`src/rtl/relay_mode_ctrl_if.sv`:
```
// Signal bundle between the relay selector, relay PHY, link datapath and relay_mode_ctrl.
// switch_count is present only when RELAY_STATS_EN is defined.
interface relay_mode_ctrl_if;
  logic [1:0]  sel_in;
  logic        link_busy;
  logic        switch_ack;
  logic        switch_req;
  logic [1:0]  target_mode;
  logic [1:0]  mode;
  logic        mode_valid;
  logic        abort_pulse;
`ifdef RELAY_STATS_EN
  logic [15:0] switch_count;
`endif

  modport master (
    output sel_in, link_busy, switch_ack,
    input  switch_req, target_mode, mode, mode_valid, abort_pulse
`ifdef RELAY_STATS_EN
    , input switch_count
`endif
  );

  modport slave (
    input  sel_in, link_busy, switch_ack,
    output switch_req, target_mode, mode, mode_valid, abort_pulse
`ifdef RELAY_STATS_EN
    , output switch_count
`endif
  );
endinterface

```
`src/rtl/relay_mode_ctrl.sv`:
```
// Confirms relay_sel decisions and sequences the drain/request/guard switch with the relay PHY.
// Optional RELAY_STATS_EN adds a saturating count of committed switches.
//
// state     | meaning
// ----------+-------------------------------------------------------------
// ST_ACTIVE | mode valid, confirming a differing sel_in
// ST_DRAIN  | switch committed, waiting for link_busy to drop
// ST_REQ    | switch_req high, waiting for switch_ack or timeout
// ST_GUARD  | PHY acked, idle settle before the new mode goes valid
module relay_mode_ctrl #(
  parameter int CONFIRM_CYCLES = 4,
  parameter int GUARD_CYCLES   = 8,
  parameter int ACK_TIMEOUT    = 16,
  parameter int CNT_W          = 8
) (
  input  logic             clk,
  input  logic             rst_n,
  relay_mode_ctrl_if.slave bus
);

  typedef enum logic [1:0] {ST_ACTIVE, ST_DRAIN, ST_REQ, ST_GUARD} state_e;

  localparam logic [CNT_W-1:0] CONFIRM_N = CNT_W'(CONFIRM_CYCLES);
  localparam logic [CNT_W-1:0] GUARD_N   = CNT_W'(GUARD_CYCLES);
  localparam logic [CNT_W-1:0] TIMEOUT_N = CNT_W'(ACK_TIMEOUT);
  localparam logic [CNT_W-1:0] ONE       = CNT_W'(1);

  state_e           state_q, state_d;
  logic [1:0]       mode_q, mode_d;
  logic [1:0]       target_q, target_d;
  logic [1:0]       cand_q, cand_d;
  logic             valid_q, valid_d;
  logic             req_q, req_d;
  logic             abort_q, abort_d;
  logic [CNT_W-1:0] confirm_q, confirm_d;
  logic [CNT_W-1:0] guard_q, guard_d;
  logic [CNT_W-1:0] timeout_q, timeout_d;
`ifdef RELAY_STATS_EN
  logic [15:0]      count_q, count_d;
`endif

  always_comb begin
    state_d   = state_q;
    mode_d    = mode_q;
    target_d  = target_q;
    cand_d    = cand_q;
    valid_d   = valid_q;
    req_d     = req_q;
    abort_d   = 1'b0;
    confirm_d = confirm_q;
    guard_d   = guard_q;
    timeout_d = timeout_q;
`ifdef RELAY_STATS_EN
    count_d   = count_q;
`endif
    case (state_q)
      ST_ACTIVE: begin
        if (bus.sel_in == mode_q || bus.sel_in == 2'b11) begin
          confirm_d = '0;
        end else if (bus.sel_in != cand_q) begin
          cand_d    = bus.sel_in;
          confirm_d = ONE;
        end else if (confirm_q < CONFIRM_N) begin
          confirm_d = confirm_q + ONE;
        end
        if (confirm_d == CONFIRM_N) begin
          target_d = cand_d;
          valid_d  = 1'b0;
          state_d  = ST_DRAIN;
        end
      end
      ST_DRAIN: begin
        if (!bus.link_busy) begin
          req_d     = 1'b1;
          timeout_d = '0;
          state_d   = ST_REQ;
        end
      end
      ST_REQ: begin
        timeout_d = timeout_q + ONE;
        // Ack is checked first so a late ack on the expiry cycle still completes the switch.
        if (bus.switch_ack) begin
          req_d   = 1'b0;
          guard_d = '0;
          state_d = ST_GUARD;
        end else if (timeout_d == TIMEOUT_N) begin
          req_d     = 1'b0;
          abort_d   = 1'b1;
          valid_d   = 1'b1;
          cand_d    = 2'b00;
          confirm_d = '0;
          state_d   = ST_ACTIVE;
        end
      end
      ST_GUARD: begin
        guard_d = guard_q + ONE;
        if (guard_d == GUARD_N) begin
          mode_d    = target_q;
          valid_d   = 1'b1;
          cand_d    = 2'b00;
          confirm_d = '0;
          state_d   = ST_ACTIVE;
`ifdef RELAY_STATS_EN
          if (count_q != 16'hFFFF) count_d = count_q + 16'd1;
`endif
        end
      end
      default: state_d = ST_ACTIVE;
    endcase
  end

  always_ff @(posedge clk) begin
    if (!rst_n) begin
      state_q   <= ST_ACTIVE;
      mode_q    <= 2'b00;
      target_q  <= 2'b00;
      cand_q    <= 2'b00;
      valid_q   <= 1'b1;
      req_q     <= 1'b0;
      abort_q   <= 1'b0;
      confirm_q <= '0;
      guard_q   <= '0;
      timeout_q <= '0;
`ifdef RELAY_STATS_EN
      count_q   <= 16'd0;
`endif
    end else begin
      state_q   <= state_d;
      mode_q    <= mode_d;
      target_q  <= target_d;
      cand_q    <= cand_d;
      valid_q   <= valid_d;
      req_q     <= req_d;
      abort_q   <= abort_d;
      confirm_q <= confirm_d;
      guard_q   <= guard_d;
      timeout_q <= timeout_d;
`ifdef RELAY_STATS_EN
      count_q   <= count_d;
`endif
    end
  end

  assign bus.switch_req  = req_q;
  assign bus.target_mode = target_q;
  assign bus.mode        = mode_q;
  assign bus.mode_valid  = valid_q;
  assign bus.abort_pulse = abort_q;
`ifdef RELAY_STATS_EN
  assign bus.switch_count = count_q;
`endif

endmodule

```
`src/flat_wrapper.sv`:
```
// flat-port wrapper written by rule: the top's interface ports become plain ports
module relay_mode_ctrl_flat 
#(
  parameter int CONFIRM_CYCLES = 4,
  parameter int GUARD_CYCLES   = 8,
  parameter int ACK_TIMEOUT    = 16,
  parameter int CNT_W          = 8
)
  (clk, rst_n, bus_sel_in, bus_link_busy, bus_switch_ack, bus_switch_req, bus_target_mode, bus_mode, bus_mode_valid, bus_abort_pulse);
  relay_mode_ctrl_if bus_i ();
  input  logic clk;
  input  logic rst_n;
  input wire logic [$bits(bus_i.sel_in)-1:0] bus_sel_in;
  input wire logic [$bits(bus_i.link_busy)-1:0] bus_link_busy;
  input wire logic [$bits(bus_i.switch_ack)-1:0] bus_switch_ack;
  output wire logic [$bits(bus_i.switch_req)-1:0] bus_switch_req;
  output wire logic [$bits(bus_i.target_mode)-1:0] bus_target_mode;
  output wire logic [$bits(bus_i.mode)-1:0] bus_mode;
  output wire logic [$bits(bus_i.mode_valid)-1:0] bus_mode_valid;
  output wire logic [$bits(bus_i.abort_pulse)-1:0] bus_abort_pulse;
  assign bus_i.sel_in = bus_sel_in;
  assign bus_i.link_busy = bus_link_busy;
  assign bus_i.switch_ack = bus_switch_ack;
  assign bus_switch_req = bus_i.switch_req;
  assign bus_target_mode = bus_i.target_mode;
  assign bus_mode = bus_i.mode;
  assign bus_mode_valid = bus_i.mode_valid;
  assign bus_abort_pulse = bus_i.abort_pulse;
  relay_mode_ctrl #(.CONFIRM_CYCLES(CONFIRM_CYCLES), .GUARD_CYCLES(GUARD_CYCLES), .ACK_TIMEOUT(ACK_TIMEOUT), .CNT_W(CNT_W)) u_core (.clk(clk), .rst_n(rst_n), .bus(bus_i));
endmodule
```
`config.mk`:
```
export PLATFORM = sky130hd
export DESIGN_NAME = relay_mode_ctrl_flat
export DESIGN_NICKNAME = d
export VERILOG_FILES = /design/src/rtl/relay_mode_ctrl_if.sv /design/src/rtl/relay_mode_ctrl.sv /design/src/flat_wrapper.sv
export SDC_FILE = /design/constraint.sdc
export NUM_CORES = 1
export LEC_CHECK = 0
export ABC_AREA = 1
export BUFFER_PORTS_ARGS = -buffer_cell sky130_fd_sc_hd__buf_2
export CAP_MARGIN = 40
export CORE_ASPECT_RATIO = 0.5
export CORE_UTILIZATION = 53
export DETAILED_ROUTE_END_ITERATION = 10
export PLACE_DENSITY = 0.74
export SETUP_SLACK_MARGIN = 0.1
export SYNTH_ARGS = -nofsm -noshare
export SYNTH_HDL_FRONTEND = slang
export SYNTH_SLANG_ARGS = --single-unit
```
`constraint.sdc`:
```
create_clock -name clk -period 1.55 [get_ports clk]
set_input_delay 0.0775 -clock clk [delete_from_list [all_inputs] [get_ports clk]]
set_output_delay 0.0775 -clock clk [all_outputs]
set_load 0.05 [all_outputs]
```
==> results of run 1 <==
worst reg2reg max path: cells and delay by family, from the launching register on:
| family | cells | cell delay, ns |
|---|---|---|
| flops | 1 | 0.38 |
| buf+inv | 1 | 0.08 |
| compound gates | 1 | 0.27 |
| simple gates | 10 | 1.13 |
| fa+ha+maj | 1 | 0.17 |
cells by family (layout without fill, tap and decap cells):
logic type,after synthesis,in the layout,share of synthesized area [%]
XOR/XNOR,4,4,1.85
AND/OR/NAND/NOR,158,159,35.7
flip-flops,35,35,37.1
AO/OA/AOI/OAI,49,49,13.7
adder cells (fa/ha/maj),3,3,1.99
buffers and inverters,46,98,9.66
flip-flops by register name, summed over array words and instances, names as in the netlist:
signal                  flops
u_core.bus.mode_valid       1
u_core.bus.target_mode      2
u_core.bus.abort_pulse      1
u_core.bus.mode             2
u_core.timeout_q            8
u_core.bus.switch_req       1
u_core.cand_q               2
u_core.confirm_q            8
u_core.guard_q              8
u_core.state_q              2
placed cells by master (no fill, tap or decap), types with 2 or more instances in the layout:
cell	n
nand3_2	2
inv_2	4
dfxtp_4	7
o21ai_0	7
nand4_1	6
nor2_1	21
buf_4	27
inv_1	37
o21ai_2	3
buf_6	6
a21oi_2	4
buf_12	2
ha_4	3
nand2_2	11
dfxtp_1	18
bufinv_16	2
nor2_2	8
o21ai_4	2
nand2_1	81
a21oi_1	20
nand3_4	5
o21ai_1	12
nand2_4	4
xnor2_1	2
clkbuf_8	5
buf_2	12
nand3b_1	2
nor2_4	8
nand3_1	9
dfxtp_2	10
report_power, final:
part | leakage [nW] | internal (mW) | total (mW) | switching, mW
logic | 0.796 | 0.0422 | 0.126 | 0.0842
clock network | 0.0687 | 0.643 | 1.03 | 0.383
registers | 0.293 | 0.893 | 0.899 | 0.00656
layout make-up:
class / count / area, um2
multi-input cells: 215 / 1290
fillers: 182 / 428
clock buffers: 5 / 68.8
inverters: 42 / 158
clock inverters: 3 / 66.3
repair buffers: 48 / 380
well taps: 48 / 60.1
flip-flops and latches: 35 / 739
per-stage QoR:
stage	hold WS [ns]	area (um2)	std cells	TNS (ns)	total power, mW
final	0.162	2760	396	-6.81	2.05
after global routing	0.148	2760	396	-7.81	2.08
after detailed placement	0.280	2200	373	-3.17	1.02
after floorplan	0.156	1940	295	-0.485	0.988
after global placement	0.278	2200	373	-2.44	1.02
after CTS	0.0823	2530	392	-2.91	2.01
layer usage:
| layer | wire [um] | global-route usage [%] | part of all wire, % |
|---|---|---|---|
| met4 | 463 | 12.0 | 6.8 |
| met5 | 0 | 0 | 0 |
| met2 | 3140 | 56.0 | 46 |
| met3 | 649 | 6.90 | 9.5 |
| met1 | 2600 | 33.6 | 38 |
worst min-delay path by stage:
stage / slack (ns) / cells after the start / endpoint
floorplan: 0.16 / 1 / u_core.bus.abort_pulse
global placement: 0.28 / 2 / u_core.bus.abort_pulse
detailed placement: 0.28 / 2 / u_core.bus.abort_pulse
CTS: 0.08 / 4 / u_core.bus.switch_req
global route: 0.15 / 4 / u_core.bus.switch_req
finish: 0.16 / 4 / u_core.bus.switch_req
what timing repair did:
action / CTS / global route
buffers inserted: 9 / 5
gates cloned: 1 / 0
resized for setup: 30 / 50
pin swaps: 15 / 29
hold buffers: 1 / 0
setup endpoints to repair: 19 / 33
endpoints found under the hold margin: 1 / 0
==> out/metrics.yaml, run 1 <==
syn_nets: 304
clkTransAtPathRegs_ns: 0.08
finalHoldViolations: 0
clkLatencyLatePin_ns: 0.31
setup_ws_ns: -0.534
gp_congestion: 0.865
cp.required_ns: 1.79
dp_hpwl_um: 3170
synth_top_area_share_pct: 37.1
cp.arrival_ns: 2.33
clock.fmax_mhz: 480
endpoint_kind: "register"
crit_chain: "ha_4 > nand3_4 > nand2_2 > nand2_2 > nor2_2 > nand2_1 > nor2_2 > nand2_2 > nand2_4 > nand3_4 > o21ai_4 > inv_1 > nand2_1"
slew_viol_final: 0
vias_per_cell: 5.98
diodes: 0
worstSetupEndpoint: "u_core.bus.mode_valid"
core_area_mm2: 0.00319
cts_buffers: 5
layout_min_cycle_time_ns: 2.08
worst_path_most_repeated_cell: "nand2_2"
drv_cap: 0
start_util_pct: 59.3
drt-total-wl_um: 6850
num_vias: 2369
critical_path_depth: 13
die_width_um: 86.5
crit_fanout: 7
status: "complete, but fails checks"
worst_ir_drop_vdd_uv: 719
powerDensity_mw_per_mm2: 743
reg2reg_from: "u_core.guard_q[0]"
crit_path_top_delay_cell: "dfxtp_4"
drive_gt1_share_pct: 37.1
synthTopCellsByArea: "dfxtp_1, nand2_1, inv_1"
ctsHtreeMaxLevel: 2
cts_tree: "yes"
ys_warn_count: 0
synth.most_common_cell: "nand2_1"
power_leakage_nw: 1.16
path_buf_inv: 1
row_count: 14
setup_viol: 19
synthCells: 295
synthFlopType: "dfxtp_1"
violations: "negative setup slack"
synth-edff-count: 0
numPortBuffers: 12
io_pins: 13
start_kind: "register"
ant_nets: 0
synth_area_mm2: 0.00189
synth_common_cells: "nand2_1, inv_1, dfxtp_1"
dieArea_mm2: 0.00382
synth_seq_area_share_pct: 37.1
reg2reg_to: "u_core.bus.mode_valid"
hp-start: "bus_link_busy"
period_share_pct: 134
dr.pass1.iters: 6
clock-root-buffer: "clkbuf_8"
grt_start_max_net_pins: 16
cts.sinks: 35
track_usage_pct: 29.7
synthArstFlopShare_pct: 0
critical-path-top-delay-family: "simple AND/OR/NAND/NOR gates"
avgRoutedWirePerCell_um: 17.3
synth_cell_type_count: 26
drt_iter0_drc: 198
fin_nets: 356
synth_seq_cells: 35
grt_pass1_wl_um: 8640
drc: 0
skew_ns: 0.00901
fin_util_pct: 86.6
antenna_found_initial: 0
hold_path.class: "input port to register"
crit_start: "u_core.guard_q[0]"
pre_cts_slack_ns: -0.271
rsz0062_at_grt: "yes"
worst_slew_pin_slew_ns: 0.653
clk_path_buf_depth: 2
die_h_um: 44.2
syn_avg_cell_area_um2: 6.41
synth_top_area_cell: "dfxtp_1"
syn_to_final_growth_pct: 46.0
critical-path-max-stage-delay_ns: 0.38
grt.overflow.total: 0
r2r_slack_ns: -0.53
timing.slew.headroom_pct: 56.4
grt_pass1_vias: 2039
crit_type: "register to register"
rr_worst_depth: 13
(Power assumes the default switching activity.)
==> run 2: changes to the inputs <==
==> constraint.sdc (replaced) <==
create_clock -name clk -period 1.75 [get_ports clk]
set_input_delay 0.0875 -clock clk [delete_from_list [all_inputs] [get_ports clk]]
set_output_delay 0.0875 -clock clk [all_outputs]
set_load 0.05 [all_outputs]
==> run 2 against run 1 <==
Effect of this change:
- the flow still finishes with violations (negative setup slack)
- worst setup slack better by 0.51 ns
- first-iteration DRC count is 41% lower
- fmax is 18% higher
- final cell count is 4.3% lower
- total power is 19% lower
- clock skew is 0.0018 ns lower
- register-to-register slack better by 0.51 ns
==> out/metrics.yaml, run 2 (synthesis results as in run 1) <==
r2r_slack_ns: -0.02  # was -0.53 ns
highest_layer: "met4"  # unchanged
violations: "negative setup slack"  # unchanged
grt_start_max_net_pins: 16  # unchanged
row_count: 14  # unchanged
clock.fmax_mhz: 564  # was 480 MHz
grt_pass1_wl_um: 7210  # was 8640 um
worst_slew_pin_slew_ns: 0.465  # was 0.653 ns
period_share_pct: 101  # was 134%
syn_to_final_growth_pct: 28.0  # was 46.0%
io_pins: 13  # unchanged
critical-path-top-delay-family: "simple AND/OR/NAND/NOR gates"  # unchanged
die_h_um: 44.2  # unchanged
ant_nets: 0  # unchanged
die_width_um: 86.5  # unchanged
drt-total-wl_um: 4730  # was 6850 um
final_common_cell: "nand2_1"  # unchanged
core_area_mm2: 0.00319  # unchanged
cp.arrival_ns: 1.95  # was 2.33 ns
layout_min_cycle_time_ns: 1.77  # was 2.08 ns
cts_buffers: 5  # unchanged
clkTransAtPathRegs_ns: 0.07  # was 0.08 ns
vias_per_cell: 5.16  # was 5.98
start_kind: "register"  # unchanged
timing.slew.headroom_pct: 69.0  # was 56.4%
crit_chain: "ha_4 > nand3_2 > nand2_2 > nand2_2 > nor2_1 > nand2_1 > nor2_2 > nand2_2 > nand2_4 > nand3_4 > o21ai_4 > nor2_1"  # was ha_4 > nand3_4 > nand2_2 > nand2_2 > nor2_2 > nand2_1 > nor2_2 > nand2_2 > nand2_4 > nand3_4 > o21ai_4 > inv_1 > nand2_1
skew_ns: 0.00716  # was 0.00901 ns
rsz0062_at_grt: "yes"  # unchanged
status: "complete, but fails checks"  # unchanged
powerDensity_mw_per_mm2: 683  # was 743 mW/mm2
wl_met2_um: 2220  # was 3140 um
slew_viol_final: 0  # unchanged
numPortBuffers: 12  # unchanged
final_cell_mix: "nand2_1, inv_1, nor2_1, a21oi_1, dfxtp_1"  # was nand2_1, inv_1, buf_4, nor2_1, a21oi_1
timing.setup.tns_ns: -0.0719  # was -6.81 ns
cts.sinks: 35  # unchanged
diodes: 0  # unchanged
path_buf_inv: 0  # was 1
endpoint_kind: "register"  # unchanged
track_usage_pct: 25.0  # was 29.7%
total_power_mw: 1.65  # was 2.05 mW
crit_path_top_delay_cell: "dfxtp_4"  # unchanged
crit_fanout: 7  # unchanged
finalHoldViolations: 0  # unchanged
cp.required_ns: 1.93  # was 1.79 ns
reg_top3: "u_core.confirm_q x8, u_core.guard_q x8, u_core.timeout_q x8"  # unchanged
cts_tree: "yes"  # unchanged
num_vias: 1957  # was 2369
drt_iter0_drc: 116  # was 198
dieArea_mm2: 0.00382  # unchanged
antenna_found_initial: 0  # unchanged
critical-path-max-stage-delay_ns: 0.38  # about the same
fin_nets: 339  # was 356
clkLatencyLatePin_ns: 0.29  # was 0.31 ns
worst_path_most_repeated_cell: "nand2_2"  # unchanged
clk_path_buf_depth: 2  # unchanged
fin_util_pct: 75.9  # was 86.6%
dp_hpwl_um: 2960  # was 3170 um
avgRoutedWirePerCell_um: 12.5  # was 17.3 um
power_leakage_nw: 1.02  # was 1.16 nW
drive_gt1_share_pct: 26.9  # was 37.1%
wl_met3_um: 247  # was 649 um
dr.pass1.iters: 5  # was 6
hold_path.class: "input port to register"  # unchanged
grt.overflow.total: 0  # unchanged
drc: 0  # unchanged
crit_type: "register to register"  # unchanged
setup_ws_ns: -0.0225  # was -0.534 ns
start_util_pct: 59.3  # unchanged
met1Wirelength_um: 2200  # was 2600 um
worst_ir_drop_vdd_uv: 607  # was 719 uV
drv_cap: 0  # unchanged
setup_viol: 5  # was 19
clock-root-buffer: "clkbuf_8"  # unchanged
ctsHtreeMaxLevel: 2  # unchanged
gp_congestion: 0.814  # was 0.865
grt_pass1_vias: 1670  # was 2039
fillers: 247  # was 182
[run 2: changes by cell type in the layout (fill, tap and decap cells not counted), sizes merged]
cell	change
buf	-17
bufinv	-1
inv	-1
clkinv	+1
clkbuf	+1
[run 2: what timing repair did]
| item | in CTS | in global routing |
|---|---|---|
| endpoints found under the hold margin | 1 | 0 |
| pin swaps | 13 | 25 |
| resized for setup | 13 | 30 |
| gates cloned | 1 | 0 |
| buffers inserted | 5 | 5 |
| endpoints found under the setup margin | 15 | 18 |
| hold buffers | 1 | 0 |
[run 2: report_power, final]
group          internal (mW)  switching, mW  total, mW
sequential             0.794        0.00358      0.797
clock                  0.461          0.300      0.761
combinational         0.0320         0.0621     0.0941
[run 2: worst register-to-register path: cells and delay by family, from the launching register on]
kind	cells	cell delay [ns]
compound gates	1	0.24
fa+ha+maj	1	0.16
flops	1	0.38
simple gates	10	0.89
[run 2: layout make-up]
type	count	area, um2	area share (%)
clock inverters	2	35.0	1.45
repair buffers	31	205	8.48
flip-flops and latches	35	728	30.1
well taps	48	60.1	2.48
clock buffers	6	82.6	3.41
multi-input cells	215	1150	47.6
inverters	42	158	6.51
[run 2: metal layers]
| metal | vias up | GRT usage, % |
|---|---|---|
| li1 | 1007 | - |
| met1 | 892 | 32.4 |
| met2 | 48 | 41.0 |
| met3 | 10 | 6.53 |
| met4 | 0 | 9.33 |
| met5 | - | 0 |
[run 2: metrics by stage]
| stage | worst slack [ns] | area (um2) | cells | hold slack, ns |
|---|---|---|---|---|
| 2_1_floorplan | 0.114 | 1920 | 295 | 0.166 |
| 3_3_place_gp | -0.0265 | 2070 | 359 | 0.287 |
| 3_5_place_dp | -0.105 | 2070 | 359 | 0.292 |
| 4_1_cts | -0.0265 | 2290 | 374 | 0.104 |
| 5_1_grt | -0.153 | 2420 | 379 | 0.141 |
| 6_report | -0.0225 | 2420 | 379 | 0.108 |
[run 2: worst paths after layout]
kind,startpoint,to,cells past startpoint
setup / recovery,u_core.guard_q[1],u_core.confirm_q[0],12
hold reg to reg,u_core.bus.switch_req,u_core.bus.switch_req,2
hold / removal,bus_link_busy,u_core.bus.switch_req,4
setup reg to reg,u_core.guard_q[1],u_core.confirm_q[0],12
